===== src/rtl/scan_decoder.sv =====
// -----------------------------------------------------------------------------
// scan_decoder
//
// Registered N-to-2^N one-hot decoder with a built-in channel scanner.
//
// Two modes share one channel index:
//   * direct (i_mode = 0): the index holds whatever value was last loaded.
//   * scan   (i_mode = 1): the index steps through all 2^N channels and
//                          dwells DWELL enabled cycles on each one.
// A load strobe always captures i_sel into the index and restarts the dwell.
// The decoded strobe follows the index on the same edge and is blanked
// whenever i_en is low.
//
// Every output is a flop. Inputs reach the outputs only through the
// registers, so there is no combinational path from inputs to outputs.
//
// Parameters:
//   N      select width, 1..6; the decoder drives 2^N channel strobes
//   DWELL  cycles spent on each channel in scan mode, >= 1
//
// Ports:
//   i_clk   clock; all state changes on the rising edge
//   i_rst   synchronous active-high reset; overrides every other input
//   i_en    output enable and scan run; blanks o_d and pauses scan when low
//   i_mode  0 = direct, 1 = scan
//   i_load  single-cycle strobe that captures i_sel into the index
//   i_sel   select value captured on i_load
//   o_d     registered one-hot channel strobe (all-zero when disabled)
//   o_idx   registered current channel index
//   o_wrap  registered one-cycle pulse when the scan steps 2^N-1 -> 0
// -----------------------------------------------------------------------------
module scan_decoder #(
    parameter int N     = 3,
    parameter int DWELL = 4
) (
    input  logic                i_clk,
    input  logic                i_rst,
    input  logic                i_en,
    input  logic                i_mode,
    input  logic                i_load,
    input  logic [N-1:0]        i_sel,
    output logic [(1<<N)-1:0]   o_d,
    output logic [N-1:0]        o_idx,
    output logic                o_wrap
);

    // Number of channel strobes.
    localparam int NCH = 1 << N;

    // Dwell counter width. A single flop is kept even when DWELL is 1 so
    // the datapath has one shape; with DWELL = 1 it simply stays at zero.
    localparam int CW = (DWELL > 1) ? $clog2(DWELL) : 1;

    localparam logic [CW-1:0]  CNT_ZERO = {CW{1'b0}};
    localparam logic [CW-1:0]  CNT_ONE  = CW'(1);
    localparam logic [CW-1:0]  CNT_LAST = CW'(DWELL - 1);
    localparam logic [N-1:0]   IDX_ONE  = N'(1);
    localparam logic [N-1:0]   IDX_LAST = {N{1'b1}};
    localparam logic [NCH-1:0] D_ZERO   = {NCH{1'b0}};
    localparam logic [NCH-1:0] D_LSB    = NCH'(1);

    // State registers.
    logic [N-1:0]   r_idx;
    logic [CW-1:0]  r_cnt;
    logic [NCH-1:0] r_d;
    logic           r_wrap;

    // Next-state values.
    logic [N-1:0]   w_idx_next;
    logic [CW-1:0]  w_cnt_next;
    logic [NCH-1:0] w_d_next;
    logic           w_wrap_next;

    // Next index, dwell count and wrap pulse, resolved in priority order:
    // load, direct hold, scan pause, dwell count, channel step.
    always_comb begin
        w_idx_next  = r_idx;
        w_cnt_next  = r_cnt;
        w_wrap_next = 1'b0;
        if (i_load) begin
            // Load works in both modes and ignores i_en. Clearing the count
            // gives the loaded channel a full dwell when scanning.
            w_idx_next = i_sel;
            w_cnt_next = CNT_ZERO;
        end else if (!i_mode) begin
            // Direct mode parks the counter at zero so that switching into
            // scan mode starts with a full dwell on the current channel.
            w_cnt_next = CNT_ZERO;
        end else if (!i_en) begin
            // Paused: index and partial dwell both hold, so resuming
            // continues the dwell instead of restarting it.
            w_cnt_next = r_cnt;
        end else if (r_cnt != CNT_LAST) begin
            // The counter only ever takes values 0..DWELL-1, so "not last"
            // is the same as "below DWELL-1".
            w_cnt_next = r_cnt + CNT_ONE;
        end else begin
            // Dwell complete. The N-bit add wraps 2^N-1 -> 0 on its own.
            w_cnt_next  = CNT_ZERO;
            w_idx_next  = r_idx + IDX_ONE;
            w_wrap_next = (r_idx == IDX_LAST);
        end
    end

    // Strobe decode. It uses the index value being written on this edge, so
    // o_d and o_idx always change together. The shift result is one-hot
    // by construction.
    always_comb begin
        w_d_next = D_ZERO;
        if (i_en) begin
            w_d_next = D_LSB << w_idx_next;
        end else begin
            w_d_next = D_ZERO;
        end
    end

    // State and output registers with synchronous reset.
    always_ff @(posedge i_clk) begin
        if (i_rst) begin
            r_idx  <= {N{1'b0}};
            r_cnt  <= CNT_ZERO;
            r_d    <= D_ZERO;
            r_wrap <= 1'b0;
        end else begin
            r_idx  <= w_idx_next;
            r_cnt  <= w_cnt_next;
            r_d    <= w_d_next;
            r_wrap <= w_wrap_next;
        end
    end

    assign o_d    = r_d;
    assign o_idx  = r_idx;
    assign o_wrap = r_wrap;

endmodule

===== config.mk =====
export PLATFORM = sky130hd
export DESIGN_NAME = scan_decoder
export DESIGN_NICKNAME = d
export VERILOG_FILES = /design/src/rtl/scan_decoder.sv
export SDC_FILE = /design/constraint.sdc
export NUM_CORES = 1
export LEC_CHECK = 0
export CAP_MARGIN = 20
export CORE_AREA = 2 2 39 41
export DETAILED_ROUTE_END_ITERATION = 12
export DIE_AREA = 0 0 41 43
export PLACE_DENSITY = 0.83
export SYNTH_ARGS = -nofsm -noshare
export SYNTH_HDL_FRONTEND = slang
export SYNTH_SLANG_ARGS = --single-unit

===== constraint.sdc =====
create_clock -name i_clk -period 2.22 [get_ports i_clk]
set_input_delay 0.444 -clock i_clk [delete_from_list [all_inputs] [get_ports i_clk]]
set_output_delay 0.444 -clock i_clk [all_outputs]
set_load 0.005 [all_outputs]

==> results list, run 1 <==
* Achievable clock frequency: 0.592 GHz
* Total count of hold-check failures in the final report: 0
- 0 antenna diodes ended up in the layout.
- Core area: 1380 µm²
- Clock buffers created by TritonCTS: 3
* Std-Cell Rows: 14
* Pin slew with the least headroom to its limit: 0.294 ns
- Dividing the detail-routed wire length by the instance count gives 12.2 µm.
- Routed via count: 484
- At the end of the flow, the number of nets in the layout was 89.
- In the final layout, the share of cells above drive strength 1 is 0.0779.
- For this run, the total global-route usage over all layers was measured as 0.146.
- Post-Synth XOR/XNOR Area: 0.0164
- The number of setup buffers added after CTS is 0.
- Delay of the slowest cell on the worst path: 0.60 ns
- The number of max-slew violations in the final report was 0.
* Number of enable flip-flop cells after synthesis: 0
- Counting both buffers and inverters, the worst setup path holds a total of 1.
* H-Tree Depth: 1
* Share of the synthesized area in compound gates (AO/OA/AOI/OAI): 0.105
- Initial Utilization: 0.386
* Half-perimeter wire length after placement: 896 µm
- Worst Hold Slack: 0.518 ns
* Overall die width: 41 µm
* Worst min path class: flop to flop
* Port buffer count: 19
* Overall die height: 43 µm
* Synth warn: 0
- Worst IR drop on VDD: 0.000338 V
- Clock-pin slew was measured on the worst setup and hold paths at 0.08 ns.
- The setup path with the least slack is of type primary input to flop.
- For this design, the sink count on the clock tree is 14.
- Total I/O pin count: 20
- Post-detailed-route via-to-cell ratio: 5.20
- DRC errors left: 0
- Setup violations remaining at the end of the flow were counted as 0.
- Number of maximum-capacitance constraint violations: 0
- The first routing iteration left 6 violations.
- Adder-cell share of the synthesized area: 0.0703
- Startpoint type of the worst setup path: primary input
- Async set-or-reset flop fraction in the synthesized netlist: 0
- Counting along the longest clock path gives a buffer depth of 2.
- Synthesis produced a netlist whose cell count is 54.
* Syn_nets: 65
* Share of synthesized area occupied by flip-flops and latches: 0.525
- Final total negative setup slack: 0 ns
- Share of the synthesized area in the top cell type: 0.525
* Worst path top cell family by delay: buffers and inverters
* Final routed wirelength across all metal layers: 1.13 mm
- Final clock period utilization by the worst path: 0.761
* Area of the mapped netlist: 534 µm²
* RSZ-0062 raised after global routing: false
- Clock Root Buffer: sky130_fd_sc_hd__clkbuf_4
- Most area-consuming cells after synthesis: sky130_fd_sc_hd__dfxtp_1 (52%), sky130_fd_sc_hd__nor3_1 (8.4%), sky130_fd_sc_hd__ha_1 (7.0%)
- The later pin in the worst-skew pair is clocked with a latency of 0.27 ns.
- Of the total synthesized cell area, the portion taken by AND, OR, NAND and NOR gates is 0.218.
- Largest net degree at the start of global routing: 9
* Layout overhead on the synthesized area: 45.4%
- For the finished layout, the period the worst path requires is 1.69 ns.
- Yosys mapped the design onto 19 distinct sky130hd cell types.
- Between clock sinks in the finished design, the worst skew comes to 0.00532 ns.
* Top flip-flop cell by instance count after synthesis: sky130_fd_sc_hd__dfxtp_1
- The die covers 1760 µm².
- PD cells: 647 nW/µm²
* Number of antenna violations at the first check in global routing: 0
* Cell accounting for the most synthesized area: sky130_fd_sc_hd__dfxtp_1
- The detail route stage leaves a number of antenna-violating nets equal to 0.
* R2R setup slack: 0.65 ns
- # resized after CTS: 0
- After synthesis, the share of cell area in mux cells is 0.0375.
- Number of detailed-routing iterations run before antenna repair: 4
* Global placer's final weighted congestion: 0.842
- In this run the worst path has a maximum fanout of 6.
- Final core area utilization: 0.561
* Pwr Total: 0.502 mW
- After synthesis, the mean cell area works out to 9.89 µm².
- The worst setup path is captured at a flop.
* Slowest cell on the critical path: sky130_fd_sc_hd__clkdlybuf4s50_1
* Clock tree from TritonCTS: done
* Flops & latches, synth: 14
- The critical path goes through clkdlybuf4s50_1, nand3_2, a21o_1, a211o_1, nor3_1.
* Number of global-route vias before repair: 446
- Buffers inserted to repair hold after CTS numbered 0.
- CP required: 2.41 ns
* Wire length of the first global-routing pass: 1.75 mm
- Run status: completed
* Total congestion overflow after global routing: 0
- Largest family of logic cells by synthesized area: simple AND/OR/NAND/NOR gates
- The worst pin sits at a relative slew slack of 0.802.
- Arrival time at the worst endpoint: 1.88 ns
- Summed over all cells, the static leakage comes to 0.320 nW.
## final timing paths
path / startpoint / endpoint / cells past startpoint
hold reg to reg: r_cnt[1] / r_cnt[1] / 2
hold / removal: r_cnt[1] / r_cnt[1] / 2
setup reg to reg: o_idx[0] / o_d[1] / 5
setup / recovery: i_en / o_d[1] / 5
## through the flow
step	cells	worst slack [ns]	area, µm²
final	93	0.530	777
after global routing	93	0.445	777
after CTS	93	0.521	777
after detailed placement	89	0.232	741
after global placement	89	0.290	741
after floorplan	54	0.779	534
## synthesized netlist by cell type (all sizes together), types with 2 or more instances
cell type	number
dfxtp	14
ha	3
mux2i	2
nand2	4
nand3	2
nor2	7
nor3	9
o21a	2
o21ai	2
## registers in the layout, summed over array words and instances (netlist names)
| name | cells |
|---|---|
| r_cnt | 2 |
| o_d | 8 |
| o_wrap | 1 |
| o_idx | 3 |
## layout make-up
type                            count  area [µm²]
Clock buffer                        4        36.3
Fill cell                         123         607
Inverter                            1        3.75
Multi-Input combinational cell     38         239
Sequential cell                    14         280
Tap cell                           16        20.0
Timing Repair Buffer               20         198
## report_power, final
part / total, mW / internal, mW / switching [mW]
sequential: 0.262 / 0.258 / 0.00391
clock: 0.178 / 0.0996 / 0.0788
combinational: 0.0623 / 0.0336 / 0.0286
total: 0.502 / 0.391 / 0.111
## logic make-up (layout without fill, tap and decap cells)
kind of cell | count (synthesis) | after routing
DFF | 14 | 14
muxes | 2 | 2
and+or+nand+nor | 24 | 24
buffers and inverters | 2 | 25
xor gates and xnor gates | 1 | 1
adders and majority gates | 3 | 3
AOI/OAI and AO/OA | 8 | 8
## cell usage in the layout, fill, tap and decap left out, types with 2 or more instances in the layout
cell	instances
sky130_fd_sc_hd__o21ai_1	2
sky130_fd_sc_hd__dfxtp_1	14
sky130_fd_sc_hd__clkbuf_4	3
sky130_fd_sc_hd__o21a_1	2
sky130_fd_sc_hd__clkdlybuf4s50_1	19
sky130_fd_sc_hd__nor3_1	9
sky130_fd_sc_hd__nand2_1	4
sky130_fd_sc_hd__mux2i_1	2
sky130_fd_sc_hd__nor2_1	7
sky130_fd_sc_hd__ha_1	3
## tightest hold or removal path, delay by kind of cell, from the launching register on
kind | cells | cell delay, ns
AND/OR/NAND/NOR | 1 | 0.08
multiplexers | 1 | 0.07
flip-flops | 1 | 0.34
## per-layer routing
metal / vias to the layer above / routed length [µm] / GRT usage
li1: 240 / - / -
met1: 227 / 454 / 0.173
met2: 13 / 605 / 0.241
met3: 4 / 48 / 0.0314
met4: 0 / 23 / 0.0600
met5: - / 0 / 0
Power figures use the tool's default switching activity.
==> run 2: changes to the inputs <==
- CORE_AREA: 2 2 39 41 -> default
- CORE_MARGIN: default -> 1.5
- CORE_UTILIZATION: default -> 40
- DIE_AREA: 0 0 41 43 -> default
- clock period: 2.22 -> 1.7 ns (I/O delays scaled with it)
==> results list, run 2 (same netlist as run 1, synthesis figures left out) <==
- Run status: completed (unchanged).
- The total vias in the final route is 466 (was 484).
- Remaining max-slew budget at the tightest pin: 0.786 (was 0.802)
- The highest fanout seen on the critical path came to 4 (was 6).
* Total count of hold-check failures in the final report: 0 (unchanged)
- The worst hold margin came to 0.509 ns (was 0.518 ns).
- The overall track demand over capacity in global routing is 0.156 (was 0.146).
- Area taken by flip-flops and latches: 280 µm² (unchanged)
- The TritonCTS clock tree was done (unchanged).
- Number of filler cells placed in the layout: 109 (was 123)
* CP required: 1.89 ns (was 2.41 ns)
* Pwr Total: 0.650 mW (was 0.502 mW)
* Std-Cell Rows: 12 (was 14)
- The initial standard-cell utilization of the core came to 0.456 (was 0.386).
- Min Tclk post-route: 1.56 ns
- The number of post-CTS setup repair buffers was 0 (unchanged).
* RSZ-0062 raised after global routing: false (unchanged)
- Area taken by multi-input logic gates: 239 µm² (unchanged)
- The category of the critical setup timing path was flop to flop (was primary input to flop).
* Static leakage: 0.325 nW (was 0.320 nW)
* Total I/O pin count: 20 (unchanged)
- Post-detailed-route via-to-cell ratio: 5.07 (was 5.20)
- The die boundary width came to 39.5 µm (was 41 µm).
- The number of resized instances in the post-cts repair step came to 0 (unchanged).
- The final setup slack of the worst path came to 0.142 ns (was 0.530 ns).
- Final cell area excluding filler cells: 782 µm² (was 777 µm²)
- Area of the die: 1560 µm² (was 1760 µm²)
- The worst-case vdd ir drop is 0.000627 V (was 0.000338 V).
* Number of DRC violations after detailed-routing iteration 0: 8 (was 6)
- Clock Root Buffer: sky130_fd_sc_hd__clkbuf_4 (unchanged)
- The residual antenna-violating net count after detailed routing is 0 (unchanged).
- The data arrival time of the critical path came to 1.75 ns (was 1.88 ns).
- Post-CTS Hold Buffers: 0 (unchanged)
- The total global routing overflow was 0 (unchanged).
- The placed wire-length estimate after detailed placement was 825 µm (was 896 µm).
* Number of antenna violations at the first check in global routing: 0 (unchanged)
- Final core area utilization: 0.668 (was 0.561)
- The number of optimization iterations in the first detailed-route pass is 4 (unchanged).
* Largest net degree at the start of global routing: 9 (unchanged)
- The number of clock buffers inserted by TritonCTS was 3 (unchanged).
- Wire length of the first global-routing pass: 1.56 mm (was 1.75 mm)
* Layout overhead on the synthesized area: 46.4% (was 45.4%)
- Achievable clock frequency: 0.642 GHz
- Share of final-layout standard cells stronger than drive strength 1: 0.0897 (was 0.0779)
* H-Tree Depth: 1 (unchanged)
- The die extent in y was 39.5 µm (was 43 µm).
- Most common cell after layout, fill and taps aside: sky130_fd_sc_hd__clkdlybuf4s50_1 (unchanged)
- Worst setup slack before clock tree synthesis: -0.0784 ns (was 0.232 ns)
- PD cells: 831 nW/µm² (was 647 nW/µm²)
- The type of element launching the critical path is a flop (was primary input).
* Final clock period utilization by the worst path: 0.917
- Buffer depth of the longest clock path: 2 (unchanged)
* Count of pins over their slew limit: 0 (unchanged)
- The transition time of the tightest slew-check pin came to 0.319 ns (was 0.294 ns).
* Number of maximum-capacitance constraint violations: 0 (unchanged)
* Max FFs per register: 8 (unchanged)
* DRC errors left: 0 (unchanged)
- The number of input and output port buffers inserted came to 19 (unchanged).
- The clock skew came to 0.00373 ns (was 0.00532 ns).
* Final setup viols: 0 (unchanged)
- R2R setup slack: 0.14 ns (was 0.65 ns)
- Worst min path class: flop to flop (unchanged)
* Wirelength per Cell: 11.0 µm (was 12.2 µm)
* Clock edge transition at the registers on the reported setup and hold paths: 0.08 ns (about the same)
- Number of global-route vias before repair: 381 (was 446)
- Global placer's final weighted congestion: 0.827 (was 0.842)
- Sinks on the clock net: 14 (unchanged)
- Nets: 90 (was 89)
- The total core area came to 1170 µm² (was 1380 µm²).
- Commonest non-fill, non-tap cells in the layout: sky130_fd_sc_hd__clkdlybuf4s50_1 (19), sky130_fd_sc_hd__dfxtp_1 (14), sky130_fd_sc_hd__nor3_1 (9) (unchanged)
- Diode count: 0 (unchanged)
- The clock insertion delay at the later pin of the skew report is 0.27 ns (about the same).
- Worst Setup End Kind: flop (unchanged)
* Area after detailed placement: 746 µm² (was 741 µm²)
- Final routed wirelength across all metal layers: 1.01 mm (was 1.13 mm)
==> run 2: path summary, 6_finish.rpt <==
kind	cells after the start	start	endpoint
worst min register to register	2	r_cnt[1]	r_cnt[1]
worst max register to register	5	o_idx[0]	o_d[5]
worst max-delay path	5	o_idx[0]	o_d[5]
worst min-delay path	2	r_cnt[1]	r_cnt[1]
==> run 2: area by class of cell <==
class                      instances  area share
tap                               14      0.0224
inverter                           1     0.00480
timing repair buffer              21       0.262
sequential                        14       0.358
clock buffer                       4      0.0464
multi-input combinational         38       0.306
==> run 2: per-layer routing <==
metal	wire length, µm	GRT usage
met3	33	0.0341
met4	31	0.103
met5	0	0
met2	475	0.250
met1	470	0.183
==> run 2: power by group <==
part | switching (mW) | total, mW | leakage, nW | internal, mW
sequential | 0.00524 | 0.342 | 0.114 | 0.337
clock | 0.0962 | 0.226 | 0.0210 | 0.130
combinational | 0.0366 | 0.0819 | 0.190 | 0.0453
total | 0.138 | 0.650 | 0.325 | 0.512
==> run 2: through the flow <==
step / setup TNS, ns / cells
2_1_floorplan: 0 / 54
3_3_place_gp: -0.141 / 88
3_5_place_dp: -0.237 / 88
4_1_cts: 0 / 92
5_1_grt: 0 / 92
6_report: 0 / 92
==> run 2: worst max-delay path, cell delays in order (launching register included) <==
cell and delay, ns:
sky130_fd_sc_hd__dfxtp_1 0.35, sky130_fd_sc_hd__ha_1 0.30, sky130_fd_sc_hd__a41o_1 0.21, sky130_fd_sc_hd__a21o_1 0.17
sky130_fd_sc_hd__a211o_1 0.30, sky130_fd_sc_hd__nor3_1 0.15
==> run 3: changes to the inputs <==
- ABC_CLOCK_PERIOD_IN_PS: default -> 1700
==> results of run 3 <==
The final DEF is identical to that of run 2; final timing and power are the same.
